File: src/rtl/modexp_pkg.sv
// Shared types and defaults for the modular-exponentiation sequencer.
// Both the top FSM and the divider port draw their states from state_t.
package modexp_pkg;

    typedef enum logic [2:0] {
        IDLE  = 3'd0,
        ISSUE = 3'd1,
        WAIT  = 3'd2,
        REL   = 3'd3,
        CHK   = 3'd4,
        DONE  = 3'd5,
        ERR   = 3'd6
    } state_t;

    typedef enum logic [1:0] {
        RED = 2'd0,
        MUL = 2'd1,
        SQR = 2'd2
    } op_t;

    localparam int DEF_WIDTH       = 8;
    localparam int DEF_DIV_TIMEOUT = 40;

endpackage

File: src/rtl/modexp_div_port.sv
// Handshake to the shared divider: ISSUE/WAIT/REL sequencing, timeout counting
// and capture of the remainder. One req pulse produces exactly one ack or timeout.
module modexp_div_port
    import modexp_pkg::*;
#(
    parameter int WIDTH       = DEF_WIDTH,
    parameter int DIV_TIMEOUT = DEF_DIV_TIMEOUT
) (
    input  logic                 clk,
    input  logic                 rst,
    input  logic                 req,
    input  logic [2*WIDTH-1:0]   dividend,
    input  logic [WIDTH-1:0]     divisor,
    output logic                 ack,
    output logic                 timeout,
    output logic [WIDTH-1:0]     rem,
    output logic [2*WIDTH-1:0]   div_dividend,
    output logic [2*WIDTH-1:0]   div_divisor,
    output logic                 div_start,
    input  logic                 div_ready,
    input  logic [2*WIDTH-1:0]   div_remainder
);
    localparam int TW = $clog2(DIV_TIMEOUT + 1);

    state_t        ph;
    logic [TW-1:0] tmo;

    // Operands are below the modulus, so the high half is always zero.
    logic unused_rem_hi;
    assign unused_rem_hi = ^div_remainder[2*WIDTH-1:WIDTH];

    always_ff @(posedge clk) begin
        if (rst) begin
            ph           <= IDLE;
            tmo          <= '0;
            ack          <= 1'b0;
            timeout      <= 1'b0;
            rem          <= '0;
            div_dividend <= '0;
            div_divisor  <= '0;
            div_start    <= 1'b0;
        end else begin
            ack     <= 1'b0;
            timeout <= 1'b0;
            case (ph)
                IDLE: if (req) begin
                    div_dividend <= dividend;
                    div_divisor  <= {{WIDTH{1'b0}}, divisor};
                    ph           <= ISSUE;
                end
                ISSUE: begin
                    // Operands were set up a cycle earlier, so they are stable at the start edge.
                    div_start <= 1'b1;
                    tmo       <= '0;
                    ph        <= WAIT;
                end
                WAIT: begin
                    if (div_ready) begin
                        rem       <= div_remainder[WIDTH-1:0];
                        div_start <= 1'b0;
                        ph        <= REL;
                    end else if (tmo == TW'(DIV_TIMEOUT)) begin
                        div_start <= 1'b0;
                        timeout   <= 1'b1;
                        ph        <= IDLE;
                    end else begin
                        tmo <= tmo + 1'b1;
                    end
                end
                REL: begin
                    ack <= 1'b1;
                    ph  <= IDLE;
                end
                default: ph <= IDLE;
            endcase
        end
    end

endmodule

File: src/rtl/modexp_ctrl.sv
// Right-to-left square-and-multiply of base^exponent mod modulus, reducing every
// product through an external shared divider via modexp_div_port.
module modexp_ctrl
    import modexp_pkg::*;
#(
    parameter int WIDTH       = DEF_WIDTH,
    parameter int DIV_TIMEOUT = DEF_DIV_TIMEOUT
) (
    input  logic                 clk,
    input  logic                 rst,
    input  logic                 go,
    input  logic [WIDTH-1:0]     base,
    input  logic [WIDTH-1:0]     exponent,
    input  logic [WIDTH-1:0]     modulus,
    output logic [WIDTH-1:0]     result,
    output logic                 done,
    output logic                 busy,
    output logic                 err,
    output logic [2*WIDTH-1:0]   div_dividend,
    output logic [2*WIDTH-1:0]   div_divisor,
    output logic                 div_start,
    input  logic                 div_ready,
    input  logic [2*WIDTH-1:0]   div_remainder
);
    state_t             state;
    op_t                ret;
    logic [WIDTH-1:0]   acc, b, e, m;
    logic               mul_done;
    logic               req;
    logic [2*WIDTH-1:0] dvd;
    logic               ack, timeout;
    logic [WIDTH-1:0]   rem;
    logic [2*WIDTH-1:0] prod_ab, prod_bb;

    assign prod_ab = {{WIDTH{1'b0}}, acc} * {{WIDTH{1'b0}}, b};
    assign prod_bb = {{WIDTH{1'b0}}, b} * {{WIDTH{1'b0}}, b};

    modexp_div_port #(.WIDTH(WIDTH), .DIV_TIMEOUT(DIV_TIMEOUT)) u_port (
        .clk(clk), .rst(rst), .req(req), .dividend(dvd), .divisor(m),
        .ack(ack), .timeout(timeout), .rem(rem),
        .div_dividend(div_dividend), .div_divisor(div_divisor),
        .div_start(div_start), .div_ready(div_ready), .div_remainder(div_remainder)
    );

    always_ff @(posedge clk) begin
        if (rst) begin
            state    <= IDLE;
            ret      <= RED;
            acc      <= '0;
            b        <= '0;
            e        <= '0;
            m        <= '0;
            mul_done <= 1'b0;
            req      <= 1'b0;
            dvd      <= '0;
            result   <= '0;
            done     <= 1'b0;
            busy     <= 1'b0;
            err      <= 1'b0;
        end else begin
            req  <= 1'b0;
            done <= 1'b0;
            case (state)
                IDLE: if (go) begin
                    b        <= base;
                    e        <= exponent;
                    m        <= modulus;
                    err      <= 1'b0;
                    busy     <= 1'b1;
                    mul_done <= 1'b0;
                    if (modulus == '0) begin
                        state <= ERR;
                    end else begin
                        acc   <= (modulus == WIDTH'(1)) ? '0 : WIDTH'(1);
                        dvd   <= {{WIDTH{1'b0}}, base};
                        ret   <= RED;
                        req   <= 1'b1;
                        state <= WAIT;
                    end
                end
                WAIT: begin
                    if (timeout) begin
                        state <= ERR;
                    end else if (ack) begin
                        case (ret)
                            MUL: begin
                                acc      <= rem;
                                mul_done <= 1'b1;
                            end
                            SQR: begin
                                b        <= rem;
                                e        <= e >> 1;
                                mul_done <= 1'b0;
                            end
                            default: b <= rem;
                        endcase
                        state <= CHK;
                    end
                end
                CHK: begin
                    if (e == '0) begin
                        state <= DONE;
                    end else if (e[0] && !mul_done) begin
                        dvd   <= prod_ab;
                        ret   <= MUL;
                        req   <= 1'b1;
                        state <= WAIT;
                    end else if (e == WIDTH'(1)) begin
                        // Top bit already multiplied in; its square would be unused.
                        state <= DONE;
                    end else begin
                        dvd   <= prod_bb;
                        ret   <= SQR;
                        req   <= 1'b1;
                        state <= WAIT;
                    end
                end
                DONE: begin
                    result <= acc;
                    done   <= 1'b1;
                    busy   <= 1'b0;
                    state  <= IDLE;
                end
                ERR: begin
                    result <= '0;
                    err    <= 1'b1;
                    done   <= 1'b1;
                    busy   <= 1'b0;
                    state  <= IDLE;
                end
                default: state <= IDLE;
            endcase
        end
    end

endmodule

File: config.mk
export PLATFORM = sky130hd
export DESIGN_NAME = modexp_ctrl
export DESIGN_NICKNAME = d
export VERILOG_FILES = /design/src/rtl/modexp_pkg.sv /design/src/rtl/modexp_div_port.sv /design/src/rtl/modexp_ctrl.sv
export SDC_FILE = /design/constraint.sdc
export NUM_CORES = 1
export LEC_CHECK = 0
export BUFFER_PORTS_ARGS = -buffer_cell sky130_fd_sc_hd__buf_2
export CAP_MARGIN = 20
export CORE_MARGIN = 2
export CORE_UTILIZATION = 50
export CTS_BUF_LIST = sky130_fd_sc_hd__clkbuf_2
export DETAILED_ROUTE_END_ITERATION = 10
export GPL_TIMING_DRIVEN = 0
export PLACE_DENSITY = 0.84
export SETUP_SLACK_MARGIN = 0.15
export SYNTH_ARGS = -nofsm -noshare
export SYNTH_HDL_FRONTEND = slang
export SYNTH_HIERARCHICAL = 1
export SYNTH_SLANG_ARGS = --single-unit
File: constraint.sdc
create_clock -name clk -period 4.3 [get_ports clk]
set_input_delay 0.86 -clock clk [delete_from_list [all_inputs] [get_ports clk]]
set_output_delay 0.86 -clock clk [all_outputs]
set_load 0.1 [all_outputs]
==> results.txt, run 1 <==
Counting stages on the worst path, the most repeated cell is sky130_fd_sc_hd__fa_1. In the synthesized netlist the dominant register cell turns out to be sky130_fd_sc_hd__dfxtp_1. The residual antenna-violating net count after detailed routing was 0; the peak fanout along the critical path was 10. After floorplanning, the core was divided into 47 placement rows.

After routing the design area is 10100 sq um. The number of global-route vias before repair was 7724. The tools report the count of routing violations after the opening detailed-route iteration as 555. The logs give 67 for the number of distinct library cells after synthesis and 0 for the total inserted antenna cells. TritonCTS created 9 clock buffers. For this design, the CTS-stage hold fixing added 0 buffers. Derived from the worst setup path, the maximum achievable clock frequency is 229 MHz.

For this configuration, the core starts out at a cell density of 51.3%. The startpoint of the worst hold path was modulus[4]. Setup repair after global routing could not meet its margin everywhere. Data on the critical path is required at its endpoint by 4.88 ns. The pre-antenna-repair detailed-routing pass consisted of 7 iterations.

In the synthesized netlist, the number of instances is 1068. The number of flops mapped to enable cells by yosys came out at 0. The setup slack of the most critical reg-to-reg path came out at -0.06 ns. STA classifies the critical path endpoint as a flop. Cell chosen for the clock root: sky130_fd_sc_hd__clkbuf_2. Power spread over the standard cell area amounts to 271 nW/um^2. The Yosys step of the flow raised 6 warnings. The final hold violation count is 0, and the combined global-route utilization of all metal layers is 26.7%.

The remaining design rule violation count came out at 0. The post-synthesis register bit count came out at 109. For this run, the register share of the synthesized area comes to 25.5%. Excluding fillers, the count of instances in the completed layout stands at 1413.

The number of buffers on the longest clock path was 2; the full die area was 18200 sq um. The worst hold path belongs to the class primary input to flop. The detailed-placement wirelength estimate came out at 17700 um. By area the synthesized netlist is led by sky130_fd_sc_hd__dfxtp_1 (26%), sky130_fd_sc_hd__fa_1 (14%), sky130_fd_sc_hd__ha_1 (11%). Traced cell by cell, the critical path runs through buf_8 -> clkbuf_8 -> and2_4 -> fa_2 -> xor2_2 -> xnor2_2 -> fa_1 -> fa_1 -> ha_4 -> a21o_4 -> a31oi_2 -> a21o_1 -> buf_4 -> a21oi_1 -> a31o_2 -> o41ai_2. The run finished, with violations left.

The number of port buffers is 71. The slew at the pin closest to its max-slew limit is 0.800 ns. The maximum level of the CTS H-tree came out at 3.

Setup violations remaining at the end of the flow were counted as 5. The top-level I/O count is 88, and the total chip power is 0.00273 W. In this run the static leakage power is 4.60 nW. For this design, the slowest cell found on the critical path is sky130_fd_sc_hd__fa_1. The core area is 16600 sq um, and the weighted congestion at the end of routability-driven global placement is 0.980. The run gives 22 as the largest net degree at the start of global routing. The cell area that synthesis handed to floorplanning was 8550 sq um. Compared with the post-synthesis result, the final layout area differs by 18.1%. In this run the biggest area consumer among cell types represents 25.5% of the synthesized area.

The detailed-routing wirelength on met1 is 9800 um, and the routed length on met3 is 1700 um. The setup path with the least slack is of type flop to flop. Max-cap violations in this run came to 0. The clock net sink count is 109, and the worst-case headroom to the max-slew limit is 46.2%.

Reg-to-reg startpoint: b[1]. The post-route minimum period came out at 4.36 ns. The tools report the worst hold slack across all endpoints as 0.412 ns.

For the worst-skew pair, the clock arrives at the later sink with an insertion delay of 0.64 ns. For this block, the via count after detailed routing is 7972. The die extent in x works out to 135 um. The first-pass GRT wire length is 38400 um. The clock input transition at the sequential cells of the worst setup and hold paths was 0.33 ns; the total met2 wirelength after detailed routing was 11500 um. The vias per cell is 5.64. Across the VDD grid, the largest voltage drop is 0.350 mV. The worst hold path passes through 3 cells. Leaving out fill and tap cells, the most frequent cell in the layout is sky130_fd_sc_hd__nand2_1.

The final reports fail on negative setup slack. For this run the aggregate overflow at the end of global routing stands at 0. In this run the vertical extent of the chip is 135 um. The top cell types in the final layout, fill and taps aside, are sky130_fd_sc_hd__nand2_1 (189), sky130_fd_sc_hd__a21oi_1 (101), sky130_fd_sc_hd__dfxtp_1 (98), sky130_fd_sc_hd__inv_1 (95), sky130_fd_sc_hd__buf_2 (78). The routed design has 24200 um of wire. The number of antenna violations at the first check in global routing was 0; the final total negative setup slack was -0.232 ns. The startpoint type of the worst setup path is a flop.

The endpoint identified for the worst register-to-register timing path is dvd[12]. For the net count reported at finish, the log shows 1367. At the worst endpoint, the arrival time is 4.94 ns. For the count of final max-slew check failures, the log shows 0. Counting flops with an async set or reset pin after synthesis yields a share of 0%. Summed over all instances, the cell type with the most area after synthesis is sky130_fd_sc_hd__dfxtp_1.

The post-route fraction of the period consumed by the critical path was 101%; the post-place instance area was 9400 sq um. The share of cells above drive strength 1 works out to 19.0%. In this design, the stage delay of the slowest critical-path cell is 0.57 ns.

Across the routed clock network, the largest skew measured is 0.0402 ns. Including well taps, the total number of placed cells is 1366. TritonCTS built the clock tree.

In the final routed layout, each cell accounts on average for 17.1 um. The synthesized area per cell works out to 8.00 sq um. The uppermost signal routing layer after detailed routing was met4.

The tools report the setup slack after layout as -0.0597 ns. The tools report the end point of the worst hold path as m[4]. For the worst flop-to-flop path, the logic depth is 16.
## per-layer routing
layer | up-vias | global-route usage, %
li1 | 3775 | -
met3 | 86 | 4.32
met4 | 0 | 13.5
met2 | 336 | 44.2
met1 | 3775 | 33.9
met5 | - | 0
## stage by stage
step                setup WS (ns)  utilization [%]
floorplan                   0.142                -
global placement           -0.414             56.5
detailed placement         -0.551             56.5
CTS                       -0.0379             59.9
global route               -0.223             60.6
finish                    -0.0597             60.6
## power breakdown
part | switching, W | leakage (nW) | total, W | internal, W
combinational | 0.000681 | 3.62 | 0.00106 | 0.000376
sequential | 0.0000534 | 0.891 | 0.00113 | 0.00108
clock | 0.000386 | 0.0861 | 0.000544 | 0.000158
total | 0.00112 | 4.60 | 0.00273 | 0.00161
## layout make-up
class | count | area, sq um
buffer | 64 | 444
clock buffer | 9 | 45.0
clock inverter | 7 | 103
fill | 1480 | 6550
inverter | 103 | 387
multi-input combinational | 799 | 6020
sequential | 109 | 2210
tap | 220 | 275
timing repair buffer | 102 | 604
## cells by family after synthesis
group / count (synthesis) / synth area share, %
AO/OA/AOI/OAI: 221 / 16.3
other: 1 / 0.0439
adder cells (fa/ha/maj): 135 / 25.1
flip-flops: 109 / 25.5
multiplexers: 3 / 0.351
XOR/XNOR: 16 / 1.64
buffers and inverters: 167 / 8.01
AND/OR/NAND/NOR: 416 / 23.0
## what timing repair did
action | CTS | global route
resized for setup | 61 | 21
pin swaps | 34 | 26
setup buffers | 26 | 5
hold endpoints to repair | 0 | 0
cloned | 0 | 0
endpoints found under the setup margin | 9 | 10
## worst max-delay path by stage
stage | from | to | slack, ns
2_1_floorplan | b[2] | dvd[15] | 0.14
3_3_place_gp | acc[0] | dvd[15] | -0.41
3_5_place_dp | acc[0] | dvd[15] | -0.55
4_1_cts | b[5] | dvd[15] | -0.04
5_1_grt | b[5] | dvd[14] | -0.22
6_report | b[1] | dvd[12] | -0.06
## critical path: cells and delay by family, from the launching register on
kind                       cells  cell delay (ns)
and+or+nand+nor                1             0.15
DFF                            1             0.40
AOI/OAI and AO/OA              6             1.21
adders and majority gates      4             1.86
xor gates and xnor gates       2             0.28
buffers and inverters          3             0.40
## synthesized netlist by cell type, types with 7 or more instances
cell	n
sky130_fd_sc_hd__nor2b_1	7
sky130_fd_sc_hd__a311oi_1	9
sky130_fd_sc_hd__a21o_1	12
sky130_fd_sc_hd__a211oi_1	9
sky130_fd_sc_hd__fa_1	61
sky130_fd_sc_hd__dfxtp_1	109
sky130_fd_sc_hd__and2_1	77
sky130_fd_sc_hd__nor2_1	66
sky130_fd_sc_hd__a22oi_1	10
sky130_fd_sc_hd__nand2_1	192
sky130_fd_sc_hd__clkbuf_1	45
sky130_fd_sc_hd__ha_1	74
sky130_fd_sc_hd__nor3_1	12
sky130_fd_sc_hd__a21oi_1	108
sky130_fd_sc_hd__buf_4	10
sky130_fd_sc_hd__nand3_1	19
sky130_fd_sc_hd__inv_1	103
sky130_fd_sc_hd__o21ai_0	25
sky130_fd_sc_hd__xnor2_1	10
## registers in the layout, summed over array words and instances, names as in the netlist, 2 cells and up
register / flops
acc: 8
b: 8
dvd: 16
e: 8
m: 8
result: 8
ret: 2
state: 3
u_port/div_dividend: 16
u_port/div_divisor: 8
u_port/ph: 2
u_port/rem: 8
u_port/tmo: 6
No activity file was read; power rests on OpenSTA's default activity.
==> inputs of run 2 (changes only) <==
- CELL_PAD_IN_SITES_DETAIL_PLACEMENT: default -> 1
- CELL_PAD_IN_SITES_GLOBAL_PLACEMENT: default -> 1
- CORE_UTILIZATION: 50 -> 42
- PLACE_DENSITY: 0.84 -> 0.92
==> results.txt, run 2 (same netlist as run 1, synthesis figures left out) <==
The buffer and inverter count on the worst path is 5 (+2), and the detailed-route via count is 8344 (+4.7%). Critical-path cell with the highest stage delay: sky130_fd_sc_hd__fa_1. The tools report the net count reported at finish as 1369 (+0.15%). Total power density per cell area: 271 nW/um^2 (+0.18%).

Traced cell by cell, the critical path runs through clkbuf_16 -> buf_6 -> nand2_1 -> fa_1 -> fa_1 -> inv_2 -> fa_1 -> inv_1 -> fa_1 -> inv_2 -> ha_4 -> o211ai_1 -> a21oi_2 -> o211ai_1 -> o21ai_1 -> mux2i_1 -> a31oi_1. The share of cells above drive strength 1 is 19.5% (+0.47 points). The number of instances in the placed design was 1416 (+3.7%). The worst-case headroom to the max-slew limit came out at 40.5% (-5.7 points). The number of buffers on the longest clock path was 2 (unchanged). The number of antenna violations at the first check in global routing is 0 (unchanged). The source of the critical timing path is b[3]. The logs give 6 (+1) for the number of setup violations in the final report and 0.325 mV (-7.2%) for the worst voltage drop across the vdd grid. The die extent in x works out to 147 um (+8.8%).

The critical path is of the flop to flop type. The aggregate global routing overflow came out at 0 (unchanged). The peak fanout along the critical path was 5 (-5). The post-route minimum period works out to 4.47 ns (+0.108 ns). The post-place instance area was 9460 sq um (+0.67%); the synthesis-to-finish area growth was 19.0%.

Top-level I/O count: 88 (unchanged). The tools report the number of global-route vias before repair as 8787 (+14%). For the count of final max-slew check failures, the log shows 0 (unchanged). The pre-CTS worst setup slack was -0.536 ns (+0.0155 ns); the first-pass iteration count of the detailed router was 5 (-2). The tools report the clock net sink count as 109 (unchanged).

The checks that failed: negative setup slack. For the first-pass GRT wire length, the log shows 45600 um (+19%). The logs give 5.03 ns (+0.09 ns) for the arrival time of the worst setup path and -0.650 ns (-0.419 ns) for the final total negative setup slack.

The combined global-route utilization of all metal layers is 26.7% (-0.038 points). The cell that appears most often on the critical path is sky130_fd_sc_hd__fa_1. The post-route fraction of the period consumed by the critical path works out to 104% (+2.5 points). The tools report the weighted congestion at the end of routability-driven global placement as 0.953 (-2.8%).

The leakage power was 4.57 nW (-0.62%); the clock input transition at the sequential cells of the worst setup and hold paths was 0.35 ns (+0.02 ns). Setup repair after global routing could not meet its margin everywhere. The flow ran to the end, but the final reports show violations. The number of port buffers is 71 (unchanged).

In the final layout, the registers with the most flip-flops are dvd (16), u_port/div_dividend (16). For the post-route non-filler standard cell count, the log shows 1465 (+3.7%). The delay contributed by the slowest stage of the critical path is 0.53 ns (-0.04 ns). The full die area was 21500 sq um (+18%). The logs give 50.6% (-10 points) for the final core area utilization and 10200 sq um (+0.77%) for the final cell area excluding filler cells. For the final hold violation count, the log shows 0 (unchanged). The detail-routed net length per standard cell came out at 20.0 um (+17%).

The tightest min-delay check is of the primary input to flop type. The standard-cell row count was 52 (+11%); the setup slack after layout was -0.167 ns (-0.108 ns). The number of hold buffers added after CTS came out at 0 (unchanged).

STA classifies the critical path endpoint as a flop. The max-cap violation count was 0 (unchanged). The tools report the maximum level of the CTS H-tree as 3 (unchanged). The critical path required time is 4.86 ns (-0.02 ns). The detailed-placement wirelength estimate is 21200 um (+20%), and the slew at the pin closest to its max-slew limit is 0.891 ns (+0.0908 ns).

The count of routing violations after the opening detailed-route iteration is 485 (-13%), and the vias per cell is 5.70 (+0.95%). In this run the critical register-to-register path is launched from b[3]. In this run the most critical hold path is launched from modulus[6]. For the core area, the log shows 20100 sq um (+21%).

The clock buffer count from CTS came out at 9 (unchanged). Starting density of the core: 42.5% (-8.8 points). Leaving out fill and tap cells, the most frequent cells in the layout are sky130_fd_sc_hd__nand2_1 (188), sky130_fd_sc_hd__dfxtp_1 (99), sky130_fd_sc_hd__a21oi_1 (98), sky130_fd_sc_hd__inv_1 (93), sky130_fd_sc_hd__buf_2 (76).

For the remaining design rule violation count, the log shows 0 (unchanged). The tools report the cell chosen for the clock root as sky130_fd_sc_hd__clkbuf_2. The overall die height was 147 um (+8.8%); the clock skew after layout was 0.0609 ns (+0.0207 ns). The startpoint type of the worst setup path is a flop. The highest achievable clock rate is 224 MHz (-2.4%), and the largest net degree at the start of global routing is 22 (unchanged).

The leading cell type in the layout, fill and taps excluded is sky130_fd_sc_hd__nand2_1. The cell family contributing the most delay on the critical path is adder cells. The run gives 29200 um (+21%) as the total wire length after detailed routing.

Residual antenna-violating net count after detailed routing: 0 (unchanged). The run gives 0.66 ns (+0.02 ns) as the clock latency of the later-clocked register in the worst-skew pair. TritonCTS built the clock tree. Total inserted antenna cells: 0 (unchanged).
## run 2: metal layers
layer  GRT usage (%)  routed length [um]
met4            11.1                1320
met1            31.6               11400
met2            48.7               15200
met3            3.44                1390
met5               0                   0
## run 2: through the flow
| stage | hold WS, ns | total power (W) |
|---|---|---|
| floorplan | 0.432 | 0.00181 |
| global placement | 0.443 | 0.00204 |
| detailed placement | 0.448 | 0.00209 |
| CTS | 0.365 | 0.00270 |
| global route | 0.346 | 0.00290 |
| finish | 0.407 | 0.00276 |
## run 2: path summary, 6_finish.rpt
path / end / slack [ns] / cells after the start
worst min-delay path: m[6] / 0.41 / 3
worst max register to register: dvd[15] / -0.17 / 17
worst min register to register: u_port/div_divisor[0] / 0.46 / 2
worst max-delay path: dvd[15] / -0.17 / 17
## run 2: layout make-up
cell class	count	area [sq um]
timing repair buffer	105	638
sequential	109	2210
fill	2476	9930
buffer	63	449
tap	270	338
clock buffer	9	45.0
multi-input combinational	799	6030
inverter	103	387
clock inverter	7	75.1
## run 2: where the power goes
| part | internal, W | switching [W] |
|---|---|---|
| Clock | 0.0000983 | 0.000396 |
| Sequential | 0.00108 | 0.0000594 |
| Combinational | 0.000399 | 0.000727 |
| Total | 0.00157 | 0.00118 |
## run 2: repair_timing
item,CTS,global route
pin swaps,32,44
buffers inserted,25,8
setup endpoints to repair,9,9
gates resized for setup,53,33
gates cloned,0,1
## run 2: worst min-delay path, cell delays in order
cell	delay, ns
sky130_fd_sc_hd__buf_2	0.10
sky130_fd_sc_hd__nand2_1	0.05
sky130_fd_sc_hd__a21oi_1	0.05
==> inputs of run 3 (changes only) <==
- PLACE_DENSITY: 0.92 -> 0.91
- SYNTH_HIERARCHICAL: 1 -> default
==> results.txt, run 3 <==
The run finished, with violations left. The checks that failed: negative setup slack. The critical path goes through clkbuf_16 -> and2_4 -> fa_1 -> fa_1 -> fa_1 -> inv_1 -> fa_1 -> inv_2 -> ha_4 -> a211oi_2 -> nor2_1 -> o31a_2 -> a311oi_4 -> xnor2_2 -> a222oi_1 -> nor2_1.

The synthesized area per cell works out to 8.15 sq um (+1.9%). The proportion of synthesized flip-flops having asynchronous set or reset came out at 0% (unchanged). The tree is rooted in a sky130_fd_sc_hd__clkbuf_2. The logs give 19500 sq um (-2.9%) for the core area and 5 (unchanged) for the first-pass iteration count of the detailed router. The count of routing violations after the opening detailed-route iteration is 577 (+19%). The clock skew after layout was 0.0665 ns (+0.00563 ns); the clock latency of the later-clocked register in the worst-skew pair was 0.69 ns (+0.03 ns). The logs give 211 MHz (-5.9%) for the highest achievable clock rate and 109 (unchanged) for the clock net sink count. The detailed-placement wirelength estimate was 19800 um (-6.6%). The starting density of the core is 42.9% (+0.41 points).

The detailed-route via count was 8219 (-1.5%). The tools report the critical path required time as 4.92 ns (+0.06 ns). The vias per cell is 5.73 (+0.63%), and the combined global-route utilization of all metal layers is 27.5% (+0.75 points).

Clock group share of total power: 16.9% (-1.0 points). For the first-pass GRT wire length, the log shows 46200 um (+1.3%). The remaining design rule violation count was 0 (unchanged); the aggregate global routing overflow was 0 (unchanged).

The number of buffers on the longest clock path is 2 (unchanged), and the number of distinct library cells after synthesis is 60 (-10%). The standard-cell row count is 51 (-1.9%), and the post-route fraction of the period consumed by the critical path is 110% (+6.5 points). The number of antenna violations at the first check in global routing is 1 (+1).

By instance count, the cell type seen most on the critical path is sky130_fd_sc_hd__fa_1. The total power density per cell area is 302 nW/um^2 (+11%). The worst voltage drop across the vdd grid was 0.245 mV (-24%).

The sequential fraction of design power was 37.6% (-3.6 points). After synthesis, the most frequently instantiated cells are sky130_fd_sc_hd__nand2_1 (165), sky130_fd_sc_hd__dfxtp_1 (109), sky130_fd_sc_hd__inv_1 (103). Setup repair after global routing could not meet its margin everywhere.

The largest net degree at the start of global routing was 23 (+4.5%); the switching component of the power was 0.00141 W (+19%). For the number of setup violations in the final report, the log shows 9 (+3). The max-cap violation count was 0 (unchanged). The run gives 0.865 (-9.2%) as the weighted congestion at the end of routability-driven global placement. The biggest area contributor in the post-synthesis netlist is sky130_fd_sc_hd__dfxtp_1.

The clock input transition at the sequential cells of the worst setup and hold paths came out at 0.38 ns (+0.03 ns). The overall die height works out to 145 um (-0.95%). The cell-internal power was 0.00171 W (+8.3%). In the layout the commonest cells are sky130_fd_sc_hd__nand2_1 (162), sky130_fd_sc_hd__dfxtp_1 (100), sky130_fd_sc_hd__inv_1 (92), sky130_fd_sc_hd__nor2_1 (91), sky130_fd_sc_hd__a21oi_1 (79). Sorting the synthesized cells by area gives the leading types as sky130_fd_sc_hd__dfxtp_1 (26%), sky130_fd_sc_hd__fa_1 (15%), sky130_fd_sc_hd__ha_1 (11%). The path type of the worst min-delay path is primary input to flop.

TritonCTS built the clock tree. The number of flops mapped to enable cells by yosys is 0 (unchanged), and the post-synthesis register bit count is 109 (unchanged). The post-synthesis cell count came out at 1028 (-3.7%). The critical path capture point type is a flop. In the synthesized netlist the dominant register cell turns out to be sky130_fd_sc_hd__dfxtp_1.

The logic gate share of total power is 45.5% (+4.7 points), and the total met2 wirelength after detailed routing is 16100 um (+6.6%). In the final layout, the registers with the most flip-flops are dvd (16), u_port.div_dividend (16). The post-route minimum period is 4.75 ns (+0.280 ns), and the number of port buffers is 70 (-1.4%). The number of global-route vias before repair came out at 8723 (-0.73%).

The share of cells above drive strength 1 was 23.7% (+4.2 points); the peak fanout along the critical path was 4 (-1). The detailed-routing wirelength on met1 was 11900 um (+4.9%); the slew at the pin closest to its max-slew limit was 0.687 ns (-0.204 ns). Net count reported at finish: 1342 (-2.0%). Area share of the largest cell type after synthesis: 26.0% (+0.51 points). STA classifies the critical path startpoint as a flop. The logs give 2371 (-4.2%) for the count of filler cells inserted in the layout and 54.2% (+14 points) for the worst-case headroom to the max-slew limit.

The routed length on met3 came out at 1570 um (+13%). Leaving out fill and tap cells, the most frequent cell in the layout is sky130_fd_sc_hd__nand2_1. Area of the mapped netlist: 8380 sq um (-1.9%).

The tools report the final hold violation count as 0 (unchanged). In this run the top signal layer used is met4. The most common cell in the synthesized netlist is sky130_fd_sc_hd__nand2_1.

Sequential share of the synthesized area: 26.0% (+0.51 points). The arrival time of the worst setup path came out at 5.36 ns (+0.33 ns). The detail-routed net length per standard cell is 22.3 um (+12%). The pre-CTS worst setup slack is -0.806 ns (-0.270 ns), and the die extent in x is 145 um (-0.95%). The run gives 9 (unchanged) as the clock buffer count from CTS. The run gives -0.447 ns (-0.280 ns) as the setup slack after layout. The run gives 32000 um (+9.4%) as the total wire length after detailed routing. Critical-path cell with the highest stage delay: sky130_fd_sc_hd__fa_1. From synthesis to final layout, the design area changed by 23.1%. The number of warning messages in the yosys log is 0 (-6). The run gives 3 (unchanged) as the maximum level of the CTS H-tree.

The total chip power was 0.00312 W (+13%); the switching fraction of total power was 45.2% (+2.4 points). The run gives 52.8% (+2.2 points) as the final core area utilization. The run gives 4.72 nW (+3.2%) as the leakage power. The delay contributed by the slowest stage of the critical path works out to 0.57 ns (+0.04 ns).

The top-level I/O count was 88 (unchanged). Category of the most critical setup path: flop to flop. The tools report the count of final max-slew check failures as 0 (unchanged). The worst hold slack across all endpoints came out at 0.371 ns (-0.0358 ns).

The logs give 21100 sq um (-1.9%) for the full die area and 0 (unchanged) for the residual antenna-violating net count after detailed routing.
==> run 3: layout make-up <==
cell class / instances / area, sq um / area share, %
multi-input combinational: 760 / 6000 / 58.2
sequential: 109 / 2210 / 21.4
timing repair buffer: 117 / 737 / 7.15
buffer: 63 / 513 / 4.97
inverter: 103 / 387 / 3.75
tap: 265 / 332 / 3.21
clock inverter: 7 / 88.8 / 0.861
clock buffer: 9 / 45.0 / 0.437
antenna: 1 / 2.50 / 0.0243
==> run 3: cell families after synthesis <==
logic type,Yosys count,synth area share (%)
and+or+nand+nor,391,21.5
AOI/OAI and AO/OA,191,14.9
buffers and inverters,166,8.11
adders and majority gates,135,25.6
DFF,109,26.0
xor gates and xnor gates,31,3.24
muxes,4,0.478
other,1,0.0448
==> run 3: per-stage QoR <==
stage	cells	area [sq um]	setup TNS, ns
floorplan	1035	8520	0
global placement	1370	9200	-3.22
detailed placement	1370	9200	-5.04
CTS	1415	9990	-0.501
global route	1434	10300	-2.56
finish	1434	10300	-1.89
==> run 3: worst paths after layout <==
check / slack (ns) / end / depth (start not counted) / from
max: -0.45 / dvd[14] / 16 / b[2]
min: 0.37 / m[6] / 3 / modulus[6]
max reg2reg: -0.45 / dvd[14] / 16 / b[2]
min reg2reg: 0.47 / m[2] / 2 / m[2]
==> run 3: power by group through the flow <==
stage	logic, W	registers, W	clock network [W]
after floorplan	0.000708	0.00124	0
after global placement	0.00101	0.00118	0
after detailed placement	0.00106	0.00119	0
after CTS	0.00126	0.00116	0.000518
after global routing	0.00151	0.00118	0.000570
final	0.00142	0.00117	0.000527
==> run 3: per-layer routing <==
layer | vias up | GRT usage (%)
met3 | 153 | 3.55
met5 | - | 0
met4 | 0 | 16.7
li1 | 3605 | -
met1 | 4103 | 31.0
met2 | 358 | 49.2
==> run 3: what timing repair did <==
item | 4_1_cts | 5_1_grt
buffers inserted | 29 | 18
pin swaps | 59 | 32
resized for setup | 110 | 50
hold buffers | 0 | 0
setup endpoints to repair | 12 | 11
==> run 3: critical path, delay by kind of cell, from the launching register on <==
kind            cells  cell delay [ns]
fa+ha+maj           5             2.27
compound gates      4             1.17
flops               1             0.46
simple gates        3             0.33
buf+inv             3             0.27
xor+xnor            1             0.18
